**config.mk**
```make
export PLATFORM = sky130hd
export DESIGN_NAME = avr_command_sequencer
export DESIGN_NICKNAME = d
export VERILOG_FILES = /design/src/rtl/avr_cmd_pkg.sv /design/src/rtl/avr_cmd_slot_timer.sv /design/src/rtl/avr_command_sequencer.sv
export SDC_FILE = /design/constraint.sdc
export NUM_CORES = 1
export LEC_CHECK = 0
export ABC_AREA = 1
export CAP_MARGIN = 25
export CORE_ASPECT_RATIO = 0.5
export CORE_MARGIN = 8
export CORE_UTILIZATION = 25
export DETAILED_ROUTE_END_ITERATION = 8
export SLEW_MARGIN = 20
export SYNTH_ARGS = -nofsm -noshare
export SYNTH_HDL_FRONTEND = slang
export SYNTH_SLANG_ARGS = --single-unit
export TNS_END_PERCENT = 10
```
**constraint.sdc**
```tcl
create_clock -name avr_clk -period 3.3 [get_ports avr_clk]
set_input_delay 0.66 -clock avr_clk [delete_from_list [all_inputs] [get_ports avr_clk]]
set_output_delay 0.66 -clock avr_clk [all_outputs]
set_load 0.005 [all_outputs]
```
**src/rtl/avr_cmd_pkg.sv**
```systemverilog
// Shared definitions for the AVR control-code bus: command codes, request op
// encodings and the sequencer state type.
package avr_cmd_pkg;

  localparam logic [6:0] CMD_IDLE         = 7'h01;
  localparam logic [6:0] CMD_RESET_LO     = 7'h02;
  localparam logic [6:0] CMD_RESET_HI     = 7'h03;
  localparam logic [6:0] CMD_SREG_EN_LO   = 7'h04;
  localparam logic [6:0] CMD_SREG_EN_HI   = 7'h05;
  localparam logic [6:0] CMD_SI_LO        = 7'h06;
  localparam logic [6:0] CMD_SI_HI        = 7'h07;
  localparam logic [6:0] CMD_OE_LO        = 7'h08;
  localparam logic [6:0] CMD_OE_HI        = 7'h09;
  localparam logic [6:0] CMD_WE_LO        = 7'h0A;
  localparam logic [6:0] CMD_WE_HI        = 7'h0C;
  localparam logic [6:0] CMD_COUNTER_LO   = 7'h0D;
  localparam logic [6:0] CMD_COUNTER_HI   = 7'h0E;
  localparam logic [6:0] CMD_SNES_MODE_LO = 7'h0F;
  localparam logic [6:0] CMD_SNES_MODE_HI = 7'h10;

  localparam logic [1:0] OP_RESET     = 2'd0;
  localparam logic [1:0] OP_LOAD_ADDR = 2'd1;
  localparam logic [1:0] OP_WRITE     = 2'd2;
  localparam logic [1:0] OP_READ      = 2'd3;

  typedef enum logic [1:0] {
    S_IDLE = 2'd0,
    S_HOLD = 2'd1,
    S_GAP  = 2'd2
  } seq_state_e;

endpackage

```
**src/rtl/avr_cmd_slot_timer.sv**
```systemverilog
// Hold counter for one command slot; loaded with (hold cycles - 1) as a code is
// issued, reports slot_done in the last cycle the code is held.
module avr_cmd_slot_timer #(
  parameter int unsigned CNT_W = 3
) (
  input  logic             i_clk,
  input  logic             i_rst,
  input  logic             i_load,
  input  logic [CNT_W-1:0] i_hold_m1,
  output logic             o_slot_done
);

  logic [CNT_W-1:0] r_cnt;

  always_ff @(posedge i_clk or posedge i_rst) begin
    if (i_rst) begin
      r_cnt <= '0;
    end else if (i_load) begin
      r_cnt <= i_hold_m1;
    end else if (r_cnt != '0) begin
      r_cnt <= r_cnt - CNT_W'(1);
    end
  end

  assign o_slot_done = (r_cnt == '0);

endmodule

```
**src/rtl/avr_command_sequencer.sv**
```systemverilog
// Expands RESET / LOAD_ADDR / WRITE / READ requests into timed command-code
// slots on avr_ctrl, each code held then separated by one IDLE cycle.
module avr_command_sequencer
  import avr_cmd_pkg::*;
#(
  parameter int unsigned ADDR_W       = 24,
  parameter int unsigned STEP_CYCLES  = 2,
  parameter int unsigned RESET_CYCLES = 8
) (
  input  logic              avr_clk,
  input  logic              reset,
  input  logic              req_valid,
  output logic              req_ready,
  input  logic [1:0]        req_op,
  input  logic [ADDR_W-1:0] req_addr,
  input  logic              req_inc,
  output logic [6:0]        avr_ctrl,
  output logic              rd_sample,
  output logic              done,
  output logic              busy
);

  localparam int unsigned HOLD_MAX = (RESET_CYCLES > STEP_CYCLES) ? RESET_CYCLES : STEP_CYCLES;
  localparam int unsigned CNT_W    = (HOLD_MAX > 1) ? $clog2(HOLD_MAX) : 1;
  localparam int unsigned BIT_W    = (ADDR_W > 1) ? $clog2(ADDR_W) : 1;
  localparam logic [CNT_W-1:0] STEP_M1  = CNT_W'(STEP_CYCLES - 1);
  localparam logic [CNT_W-1:0] RESET_M1 = CNT_W'(RESET_CYCLES - 1);

  // Step numbering per op; LOAD_ADDR loops steps 1..3 once per address bit.
  function automatic logic [6:0] code_of(input logic [1:0] op, input logic [2:0] step,
                                         input logic si);
    logic [6:0] c;
    c = CMD_IDLE;
    case (op)
      OP_RESET: c = (step == 3'd0) ? CMD_RESET_HI : CMD_RESET_LO;
      OP_LOAD_ADDR:
        case (step)
          3'd0:    c = CMD_SREG_EN_LO;
          3'd1:    c = si ? CMD_SI_HI : CMD_SI_LO;
          3'd2:    c = CMD_COUNTER_LO;
          3'd3:    c = CMD_COUNTER_HI;
          default: c = CMD_SREG_EN_HI;
        endcase
      OP_WRITE:
        case (step)
          3'd0:    c = CMD_WE_LO;
          3'd1:    c = CMD_WE_HI;
          3'd2:    c = CMD_COUNTER_LO;
          default: c = CMD_COUNTER_HI;
        endcase
      default:
        case (step)
          3'd0:    c = CMD_OE_LO;
          3'd1:    c = CMD_OE_HI;
          3'd2:    c = CMD_COUNTER_LO;
          default: c = CMD_COUNTER_HI;
        endcase
    endcase
    return c;
  endfunction

  seq_state_e        r_state, w_state_next;
  logic [1:0]        r_op;
  logic [ADDR_W-1:0] r_addr;
  logic              r_inc;
  logic [2:0]        r_step, w_step_next;
  logic [BIT_W-1:0]  r_bit, w_bit_next;
  logic [6:0]        r_ctrl, w_ctrl_next;
  logic              w_accept, w_advance, w_last, w_slot_done;
  logic [CNT_W-1:0]  w_hold_m1;

  always_ff @(posedge avr_clk or posedge reset) begin
    if (reset) r_state <= S_IDLE;
    else       r_state <= w_state_next;
  end

  always_comb begin
    w_last = 1'b0;
    case (r_op)
      OP_RESET:     w_last = (r_step == 3'd1);
      OP_LOAD_ADDR: w_last = (r_step == 3'd4);
      default:      w_last = (r_step == (r_inc ? 3'd3 : 3'd1));
    endcase
  end

  always_comb begin
    w_step_next = r_step + 3'd1;
    w_bit_next  = r_bit;
    if (r_op == OP_LOAD_ADDR && r_step == 3'd3) begin
      if (r_bit == '0) begin
        w_step_next = 3'd4;
      end else begin
        w_step_next = 3'd1;
        w_bit_next  = r_bit - BIT_W'(1);
      end
    end
  end

  always_comb begin
    w_state_next = r_state;
    w_accept     = 1'b0;
    w_advance    = 1'b0;
    w_ctrl_next  = r_ctrl;
    done         = 1'b0;
    rd_sample    = 1'b0;
    case (r_state)
      S_IDLE: begin
        if (req_valid) begin
          w_accept     = 1'b1;
          w_ctrl_next  = code_of(req_op, 3'd0, 1'b0);
          w_state_next = S_HOLD;
        end
      end
      S_HOLD: begin
        rd_sample = w_slot_done && (r_op == OP_READ) && (r_step == 3'd0);
        if (w_slot_done) begin
          w_ctrl_next  = CMD_IDLE;
          w_state_next = S_GAP;
        end
      end
      S_GAP: begin
        if (w_last) begin
          done         = 1'b1;
          w_state_next = S_IDLE;
        end else begin
          w_advance    = 1'b1;
          w_ctrl_next  = code_of(r_op, w_step_next, r_addr[w_bit_next]);
          w_state_next = S_HOLD;
        end
      end
      default: w_state_next = S_IDLE;
    endcase
  end

  always_ff @(posedge avr_clk or posedge reset) begin
    if (reset) begin
      r_ctrl <= CMD_IDLE;
      r_step <= '0;
      r_bit  <= '0;
      r_op   <= '0;
      r_inc  <= 1'b0;
    end else begin
      r_ctrl <= w_ctrl_next;
      if (w_accept) begin
        r_step <= '0;
        r_bit  <= BIT_W'(ADDR_W - 1);
        r_op   <= req_op;
        r_inc  <= req_inc;
      end else if (w_advance) begin
        r_step <= w_step_next;
        r_bit  <= w_bit_next;
      end
    end
  end

  always_ff @(posedge avr_clk) begin
    if (w_accept) r_addr <= req_addr;
  end

  assign w_hold_m1 = (w_ctrl_next == CMD_RESET_HI) ? RESET_M1 : STEP_M1;

  avr_cmd_slot_timer #(.CNT_W(CNT_W)) u_slot_timer (
    .i_clk       (avr_clk),
    .i_rst       (reset),
    .i_load      (w_accept | w_advance),
    .i_hold_m1   (w_hold_m1),
    .o_slot_done (w_slot_done)
  );

  assign avr_ctrl  = r_ctrl;
  assign req_ready = (r_state == S_IDLE);
  assign busy      = ~req_ready;

endmodule
```
[Word-level counts from Yosys, hierarchy flattened]
Index checks and enable logic that the tools add are counted.
Widths: inputs -> output; s select.
Storage, ports and cells
  output and inout port bits: 11
  register bits after elaboration: 47
  bits of input ports: 30
  logic and storage cells: 82
Cells by class
  $lt $le $gt $ge: 1
  bitwise gates (word level): 2
  reduce and logical (&&, ||, !) cells: 14
  add/subtract/negate cells: 3
  muxes and demuxes: 37
  equal/unequal tests: 17
Operator list (count)
  $pmux 4 s3: 2
  $mux 3: 7
  $mux 7: 3
  $pmux 7 s3: 1
  $mux 5: 4
  $pmux 3 s3: 2
  $pmux 4 s4: 1
  $mux 1: 11
  $eq 3x2->1 const B: 3
  $logic_not 3->1: 3
  $eq 2x2->1 const B: 4
  $eq 7x2->1 const B: 1
  $eq 2x1->1 const B: 3
  $eq 3x1->1 const B: 2
  $logic_not 2->1: 3
  $lt 5x6->1 const B: 1
  $mux 2: 3
  $pmux 2 s3: 1
  $bmux 1 s5: 1
  $logic_not 5->1: 1
  $sub 5x1->5 const B: 1
  $ne 2x2->1 const B: 2
  $reduce_bool 2->1: 2
  $add 3x1->3 const B: 1
  9 further kinds: 11

[Depth between registers and ports, before layout]
Gate-level depths: netlist of the first run.
  word-level depth: 13
  mapped depth: 22
  mapped depth without buffers: 21

[Modules after synthesis]
Synthesis of the first run repeated with hierarchy kept, for this count alone.
Second synthesis, totals
  cells, all modules: 290
  area, all modules: 2563.7 µm²
Modules (own cells, without submodules)
  avr_command_sequencer: area an instance 2352.3 µm², instances 1, cells each 257, sequential area each 1222.4 µm²
  avr_cmd_slot_timer: area an instance 211.5 µm², instances 1, cells each 33, sequential area each 75.1 µm²

[Worst setup path after synthesis of the first run]
Ideal clock, no wire load.
  path type: input to register
  start: input port req_valid
  end: register u_slot_timer.r_cnt[2]
  arrival time: 2.840 ns
  buffers on the path: 0
  required time: 3.223 ns
  library setup time: 0.077 ns
  stages: 10
  slack: 0.383 ns
  path through: inv_1 nor2_1 inv_1 nor2_1 inv_1 o211ai_1 a21oi_1 nand2_1 nand3_1 a21oi_1
Between the ends
  elaborated cells on any way between the ends: 9
  those cells by class: eq/ne (1); mux (6); bitwise (1); reduce/logical (1)
RTL lines
  start: declaration: RTL line avr_command_sequencer.sv:12  | input logic req_valid,
  $mux 1 *: RTL line avr_command_sequencer.sv:108  | if (req_valid) begin
  $mux 1 *: RTL line avr_command_sequencer.sv:106  | case (r_state)
  named net w_accept: RTL line avr_command_sequencer.sv:69  | logic w_accept, w_advance, w_last, w_slot_done;
  $or 1x1->1 *: RTL line avr_command_sequencer.sv:165  | .i_load (w_accept | w_advance),
  $mux 3 / $reduce_bool 2->1 (equally long branches)
  end signal: assignment: RTL line avr_cmd_slot_timer.sv:19  | r_cnt <= i_hold_m1;
  end signal: assignment: RTL line avr_cmd_slot_timer.sv:21  | r_cnt <= r_cnt - CNT_W'(1);
  end: declaration: RTL line avr_cmd_slot_timer.sv:13  | logic [CNT_W-1:0] r_cnt;
Mark *: on every way through the listed nets, which the timed path passes. The rest lies on a longest branch.
A chain may end at the register's enable or synchronous reset.

[Final worst setup path of the first run]
  start: register r_step[0]
  end: register u_slot_timer.r_cnt[2]
Between the ends
  word-level cells in the longest chain between the ends: 13
  elaborated cells on any way between the ends: 30
  those cells by class: add/sub (1); eq/ne (8); mux (17); bitwise (1); reduce/logical (3)
RTL lines
  start: declaration: RTL line avr_command_sequencer.sv:66  | logic [2:0] r_step, w_step_next;
  start signal: assignment: RTL line avr_command_sequencer.sv:150  | r_step <= w_step_next;
  $eq 3x2->1: RTL line avr_command_sequencer.sv:89  | if (r_op == OP_LOAD_ADDR && r_step == 3'd3) begin
  $logic_and 1x1->1: RTL line avr_command_sequencer.sv:89
  $mux 5: RTL line avr_command_sequencer.sv:89
  $bmux 1 s5: RTL line avr_command_sequencer.sv:127  | w_ctrl_next = code_of(r_op, w_step_next, r_addr[w_bit_next]);
  $mux 1 (not written as such): RTL line avr_command_sequencer.sv:127
  $mux 1: RTL line avr_command_sequencer.sv:39  | 3'd1: c = si ? CMD_SI_HI : CMD_SI_LO;
  $pmux 4 s4: RTL line avr_command_sequencer.sv:37  | case (step)
  $pmux 4 s3: RTL line avr_command_sequencer.sv:34  | case (op)
  $mux 7: RTL line avr_command_sequencer.sv:122  | if (w_last) begin
  $pmux 7 s3: RTL line avr_command_sequencer.sv:106
  $eq 7x2->1: RTL line avr_command_sequencer.sv:160  | assign w_hold_m1 = (w_ctrl_next == CMD_RESET_HI) ? RESET_M1 : STEP_M1;
  $mux 3: RTL line avr_command_sequencer.sv:160
  $mux 3: RTL line avr_cmd_slot_timer.sv:18  | end else if (i_load) begin
Parallel ways exist; a longest one is shown, timed or not. The select of a mux whose other input is x is not followed.

==> results summary, run 1 <==
The run finished with clean final reports. The total wirelength of the detailed-routed design came out at 5710 um. The number of max-slew violations in the final report came out at 0. The H-tree was split into 2 levels. The critical path required time is 3.47 ns. The die covers 13,500 sq um.

The largest net degree at the start of global routing is 28. The number of hold buffers added after CTS is 0. The floorplan has 25 rows. The insertion delay of the later-clocked pin in the worst-skew pair is 0.28 ns. The count of antenna diodes in the layout is 0.

For this block, the initial DRC count from the detailed router was 138. The maximum fanout encountered on the critical timing path is 6. The stage delay of the slowest cell on the critical path is 0.41 ns.

The number of violations of the max-capacitance limit came out at 0. In this run the remaining antenna-violating nets after routing total 0. The critical path is of the reg2reg type. When the netlist entered floorplanning its net count stood at 314. Leaving out fill and tap cells, the most frequent cells in the layout are 65 x sky130_fd_sc_hd__nand2_1, 40 x sky130_fd_sc_hd__inv_1, 40 x sky130_fd_sc_hd__clkdlybuf4s50_1.

The mean instance size in the synthesized netlist came out at 8.87 sq um. The count of cell types in the netlist is 34. The number of synthesized register bits came out at 47.

The post-cts repair resize count came out at 0. The area occupied by registers came out at 1300 sq um. In this run the tightest slew margin relative to its limit is 71.3%. The placed wire-length estimate after detailed placement is 4420 um. The total power consumption of the routed design is 0.00216 W. The fraction of final layout cells with drive strength greater than 1 is 11.6%. The reg-to-reg startpoint is r_step[0]. The number of design rule violations left after detail routing is 0. The class of the worst hold path is reg2reg. The global placement routability congestion is 0.820. The number of warnings printed during yosys synthesis came out at 0. The number of vias in the routed layout came out at 1,995. Dividing the final minimum period by the clock period gives 81.3%. The clock skew came out at 0.00358 ns. The number of clock sinks seen by CTS is 47. The hold violation total from the final report is 0.

Summed over all instances, the cell type with the most area after synthesis is sky130_fd_sc_hd__edfxtp_1. Global routing finished with a remaining overflow of 0. The critical path goes through ha_1 > ha_1 > clkinv_1 > nor2_8 > nand2_4 > o21ai_1 > nand3_1 > nand3_1 > nand2_1 > nor2_1 > nor2_1 > nand2_1 > nand2_1 > nand2_1 > nand2_1 > nand2_1 > nand2_1 > nand3_1 > a21oi_1. For this run, the top clock speed supported by timing is 0.373 GHz. The global-route wire length before repair is 9610 um.

The synthesized instance count came out at 278. STA classifies the critical path endpoint as a register. Counting along the longest clock path gives a buffer depth of 2. By area the synthesized netlist is led by sky130_fd_sc_hd__edfxtp_1 29%, sky130_fd_sc_hd__dfrtp_1 22%, sky130_fd_sc_hd__nand2_1 9.9%. The register clock-pin slew on the reported worst setup and hold paths is 0.06 ns.

The number of buffers added by the clock tree synthesis step is 5. Buffers placed on the I/O ports in this run total 40. Once layout is complete, the utilization of the core stands at 33.6%. For the worst setup path, the data arrival time is 2.85 ns. Setup repair after global routing left no endpoint under its margin. In this run the clock root is driven by a sky130_fd_sc_hd__clkbuf_16. The actual slew at the worst max-slew pin came out at 0.428 ns. Tracing the worst setup path back leads to its startpoint at r_step[0]. The slowest stage cell on the critical path is sky130_fd_sc_hd__dfrtp_1. The final sum of negative setup slack came out at 0 ns. 41 I/O pins were placed. At the end of the flow, the number of nets in the layout was 363.

The total routing resource utilization after global routing is 8.73%. In this run the horizontal extent of the chip is 156 um. The per-cell routed wire length came out at 12.3 um. The power density normalized to cell area is 675 nW/um^2.

The area growth from synthesis to layout is 29.6%. STA classifies the critical path startpoint as a register. The library cell used most frequently in the layout, excluding fill and tap cells, is sky130_fd_sc_hd__nand2_1. The floorplan die height is 86.2 um. The number of iterations in the first detailed-routing pass came out at 4. The routed design could run at a clock period as short as 2.68 ns. The via count of the first global-routing pass is 1,981. The top cell type's share of synthesized area came out at 29.2%. The initial antenna violation count is 0. The area taken by multi-input logic gates is 982 sq um. Setup violations remaining at the end of the flow were counted as 0. The area of the core region is 9510 sq um. The initial core utilization is 25.9%. The cell that appears most often on the critical path is sky130_fd_sc_hd__nand2_1. TritonCTS built the clock tree. The sequential fraction of the synthesis area is 52.6%.

The post-CTS repair timing setup buffer count is 0. The worst hold path begins at avr_ctrl[5]. The number of fill cells came out at 982. The total standard cell area after synthesis is 2460 sq um. Dividing the detail-routed via count by the number of cells gives 4.31.

The analysis attributes to cell leakage a power of 1.40 nW. The largest voltage drop on the vdd net came out at 236 uV.
## per-stage QoR
step	worst slack (ns)	hold WS, ns	area [sq um]	std cells
floorplan	0.383	0.442	2460	278
global placement	0.634	0.450	3040	454
detailed placement	0.629	0.450	3040	454
CTS	0.595	0.468	3180	462
global route	0.323	0.484	3200	463
finish	0.617	0.463	3200	463
## cell families (layout without fill, tap and decap cells)
logic type	Yosys count	after routing	share of synthesized area [%]
compound gates	39	39	9.90
xor+xnor	2	2	0.711
fa+ha+maj	6	6	3.05
buf+inv	48	98	7.61
flops	47	47	52.6
simple gates	136	136	26.1
## sequential cells by signal (all words and copies together), names as in the netlist
name and cells:
r_addr 24, avr_ctrl 7, r_bit 5, r_step 3
u_slot_timer.r_cnt 3, r_op 2, r_state 2, r_inc 1
## worst paths after layout
check	endpoint	slack (ns)	cells past startpoint
max	u_slot_timer.r_cnt[2]	0.62	19
min	avr_ctrl[5]	0.46	2
max reg2reg	u_slot_timer.r_cnt[2]	0.62	19
min reg2reg	avr_ctrl[5]	0.46	2
max in group asynchronous	r_bit[0]	2.26	3
min in group asynchronous	avr_ctrl[4]	0.62	2
## power breakdown
part,leakage [nW],switching [W],internal (W)
logic,0.838,0.000501,0.000319
clock network,0.0649,0.000204,0.000275
registers,0.502,0.0000798,0.000778
## layout make-up
class | count | share of cell area (%)
Timing Repair Buffer | 43 | 13.5
Clock inverter | 3 | 0.470
Tap cell | 135 | 5.29
Sequential cell | 47 | 40.6
Inverter | 47 | 5.52
Clock buffer | 5 | 3.92
Multi-Input combinational cell | 183 | 30.7
## worst max-delay path: cells and delay by family (launching register included)
kind	cells	cell delay [ns]
compound gates	2	0.44
fa+ha+maj	2	0.37
buf+inv	1	0.15
flops	1	0.41
simple gates	14	1.17
## routing by layer
layer	GRT usage [%]	share of wire, %	vias to the layer above
li1	-	-	1013
met1	11.2	46	941
met2	14.6	49	31
met3	1.39	2.5	10
met4	3.29	1.6	0
met5	0	0	-
## synth_stat cells, drive strengths merged
library cell and count:
dfstp 1, o311ai 1, clkinv 1, inv 46, o22ai 5, o211ai 5, a22oi 3, nand3 31
nand2 74, or2 1, a211oi 1, a31oi 1, edfxtp 24, xor2 2, o31ai 2, dfrtp 22
a21oi 12, o21ai 8, nor2 28, ha 6, nor3 2, buf 1, a21boi 1
(Power assumes the default switching activity.)
==> run 2, diff against run 1 <==
clock period = 2.3 ns   (was 3.3 ns; I/O delays follow)
==> run 2 against run 1 <==
First-iteration DRC count rose by 12%. Core utilization rose by 4.6 points. Clock skew rose by 0.0015 ns. The flow now finishes with violations (setup timing). Power rose by 57%. Clock power rose by 43%. Largest cell class unchanged.
==> results summary, run 2 (same netlist as run 1, synthesis figures left out) <==
The flow ran to the end, but the final reports show violations. The checks that failed: setup timing. The row count is 25.

At the worst endpoint, the arrival time is 2.56 ns. The reg-to-reg startpoint is r_step[0]. The final hold slack is 0.465 ns. The critical path required time came out at 2.50 ns. The via count of the first global-routing pass came out at 2,040. Dividing the detail-routed wire length by the instance count gives 12.4 um. The slowest stage cell on the critical path is sky130_fd_sc_hd__dfrtp_1. The area growth from synthesis to layout came out at 47.5%. The most numerous cell type found on the critical path is sky130_fd_sc_hd__a21oi_2.

The initial antenna violation count came out at 0. Entering global routing, the biggest net connects 27 pins. The number of top-level design ports came out at 41. The logic depth of the worst register-to-register path is 16. Clock-pin slew was measured on the worst setup and hold paths at 0.06 ns. The stage delay of the slowest cell on the critical path is 0.36 ns. The initial core utilization came out at 25.9%. The first global-routing pass estimated 9910 um of wire. CTS placed an instance of sky130_fd_sc_hd__clkbuf_16 at the clock tree root. The power density normalized to cell area is 930 nW/um^2. The clock skew is 0.00509 ns.

In this run the most critical hold path is launched from avr_ctrl[6]. The total wirelength of the detailed-routed design is 6180 um. The fraction of final layout cells with drive strength greater than 1 is 27.6%.

The count of antenna diodes in the layout is 0. The reg-to-reg endpoint is u_slot_timer.r_cnt[2]. The final setup slack of the worst path is -0.0579 ns. The number of flip-flops in the largest register is 24.

The area of the die is 13,500 sq um. Traced cell by cell, the critical path runs through ha_2 > ha_4 > clkinv_4 > nor2_8 > nand2_8 > inv_4 > a21oi_2 > nor2_2 > nand2_1 > a21oi_2 > a211oi_2 > o22ai_1 > nand2_1 > nor2_1 > nand3_2 > a21oi_2. The number of max-slew violations in the final report is 0. The critical path starts at r_step[0]. The static leakage power came out at 1.61 nW. The hold violation total from the final report came out at 0. The overflow left after global routing came out at 0. The final setup violation count came out at 4. The routed layout has 2,130 vias.

The number of hold buffers added after CTS is 0. Global routing used 8.86% of the available tracks. The clock tree synthesis step divided the H-tree into 2 levels. Measured along the x axis, the die boundary spans 156 um.

From bottom edge to top edge, the die measures 86.2 um. The share of the clock period used by the worst path after layout came out at 103%. The element type at the critical path start is a register. STA classifies the critical path endpoint as a register. The first-iteration detailed-routing DRC count came out at 155. The number of iterations in the first detailed-routing pass came out at 4. The instance count along the most critical hold path came out at 2. In this run the remaining antenna-violating nets after routing total 0. The global placement routability congestion came out at 0.828. Ranked by flip-flop count, first place goes to r_addr.

For hold timing, the worst endpoint is avr_ctrl[6]. The largest voltage drop on the vdd net is 410 uV. The number of violations of the max-capacitance limit came out at 0. The top cell types in the final layout, fill and taps aside, are 61 x sky130_fd_sc_hd__nand2_1, 40 x sky130_fd_sc_hd__inv_1, 40 x sky130_fd_sc_hd__clkdlybuf4s50_1.

In this run the deepest clock path goes through 2 buffers. The critical path is of the reg2reg type. Using the TritonRoute via totals, the vias-per-cell ratio works out to 4.29. Setup repair after global routing could not meet its margin everywhere.

The register-to-register setup slack came out at -0.06 ns. The maximum fanout encountered on the critical timing path is 6. The number of clock sinks seen by CTS is 47. TritonCTS built the clock tree. The number of buffers added by the clock tree synthesis step is 5. At the later pin of the worst-skew pair, clock insertion delay measures 0.28 ns. The final instance area came out at 3630 sq um. The fmax came out at 0.424 GHz. At the pin with the least slew margin, the transition time is 0.323 ns. The number of design rule violations left after detail routing is 0. The core region is 9510 sq um. The count of buffers from port buffering came out at 40.

Measured against its own limit, the worst slew margin works out to 78.2%. After detailed placement, the total cell area comes to 3270 sq um. Detailed placement finished with a half-perimeter wire length of 4630 um. At the end of the flow, the number of nets in the layout was 397. The clock period minus final worst setup slack is 2.36 ns.

The library cell used most frequently in the layout, excluding fill and tap cells, is sky130_fd_sc_hd__nand2_1. The tightest min-delay check is of the reg2reg type.
-- run 2: cell count changes in the layout (fill, tap and decap cells not counted), sizes merged --
cell / change
clkinvlp: -1
clkinv: -1
clkbuf: +2
buf: +34
-- run 2: critical path, delay by kind of cell (launching register included) --
| family | cells | cell delay, ns |
|---|---|---|
| AO/OA/AOI/OAI | 5 | 0.58 |
| buffers and inverters | 2 | 0.14 |
| AND/OR/NAND/NOR | 7 | 0.86 |
| flip-flops | 1 | 0.36 |
| adder cells (fa/ha/maj) | 2 | 0.34 |
-- run 2: layout make-up --
class / count / area (sq um)
Timing Repair Buffer: 77 / 686
Multi-Input combinational cell: 183 / 1160
Sequential cell: 47 / 1300
Tap cell: 135 / 169
Clock inverter: 1 / 5.00
Inverter: 47 / 186
Clock buffer: 7 / 133
Fill cell: 955 / 5870
-- run 2: per-stage QoR --
step	utilization [%]	cells	worst slack [ns]	total power, W	TNS (ns)
floorplan	-	278	0.0685	0.00202	0
global placement	34.4	484	-0.104	0.00257	-0.253
detailed placement	34.4	484	-0.177	0.00257	-0.411
CTS	36.9	494	-0.0283	0.00333	-0.0588
global route	38.2	497	-0.247	0.00362	-0.954
finish	38.2	497	-0.0579	0.00338	-0.157
-- run 2: worst max-delay path by stage --
stage	slack (ns)	to	depth (start not counted)
2_1_floorplan	0.07	u_slot_timer.r_cnt[2]	20
3_3_place_gp	-0.10	u_slot_timer.r_cnt[2]	21
3_5_place_dp	-0.18	u_slot_timer.r_cnt[1]	21
4_1_cts	-0.03	u_slot_timer.r_cnt[2]	21
5_1_grt	-0.25	u_slot_timer.r_cnt[2]	21
6_report	-0.06	u_slot_timer.r_cnt[2]	16
-- run 2: repair_timing --
item                       in CTS  in global routing
pin swaps                       8                 23
setup buffers                   2                  3
hold endpoints to repair        0                  0
resized for setup              23                 22
setup endpoints to repair       5                  5
-- run 2: power breakdown --
part,internal [W],switching (W),leakage [nW]
registers,0.00112,0.000125,0.500
logic,0.000636,0.000811,1.05
clock network,0.000402,0.000286,0.0679
-- run 2: metal layers --
layer  global-route usage, %  vias to the layer above  part of all wire, %
met5                       0                        -                    0
met3                    1.34                        4                  3.0
li1                        -                     1078                    -
met2                    15.1                       34                   50
met4                    2.34                        0                 0.91
met1                    11.6                     1014                   46
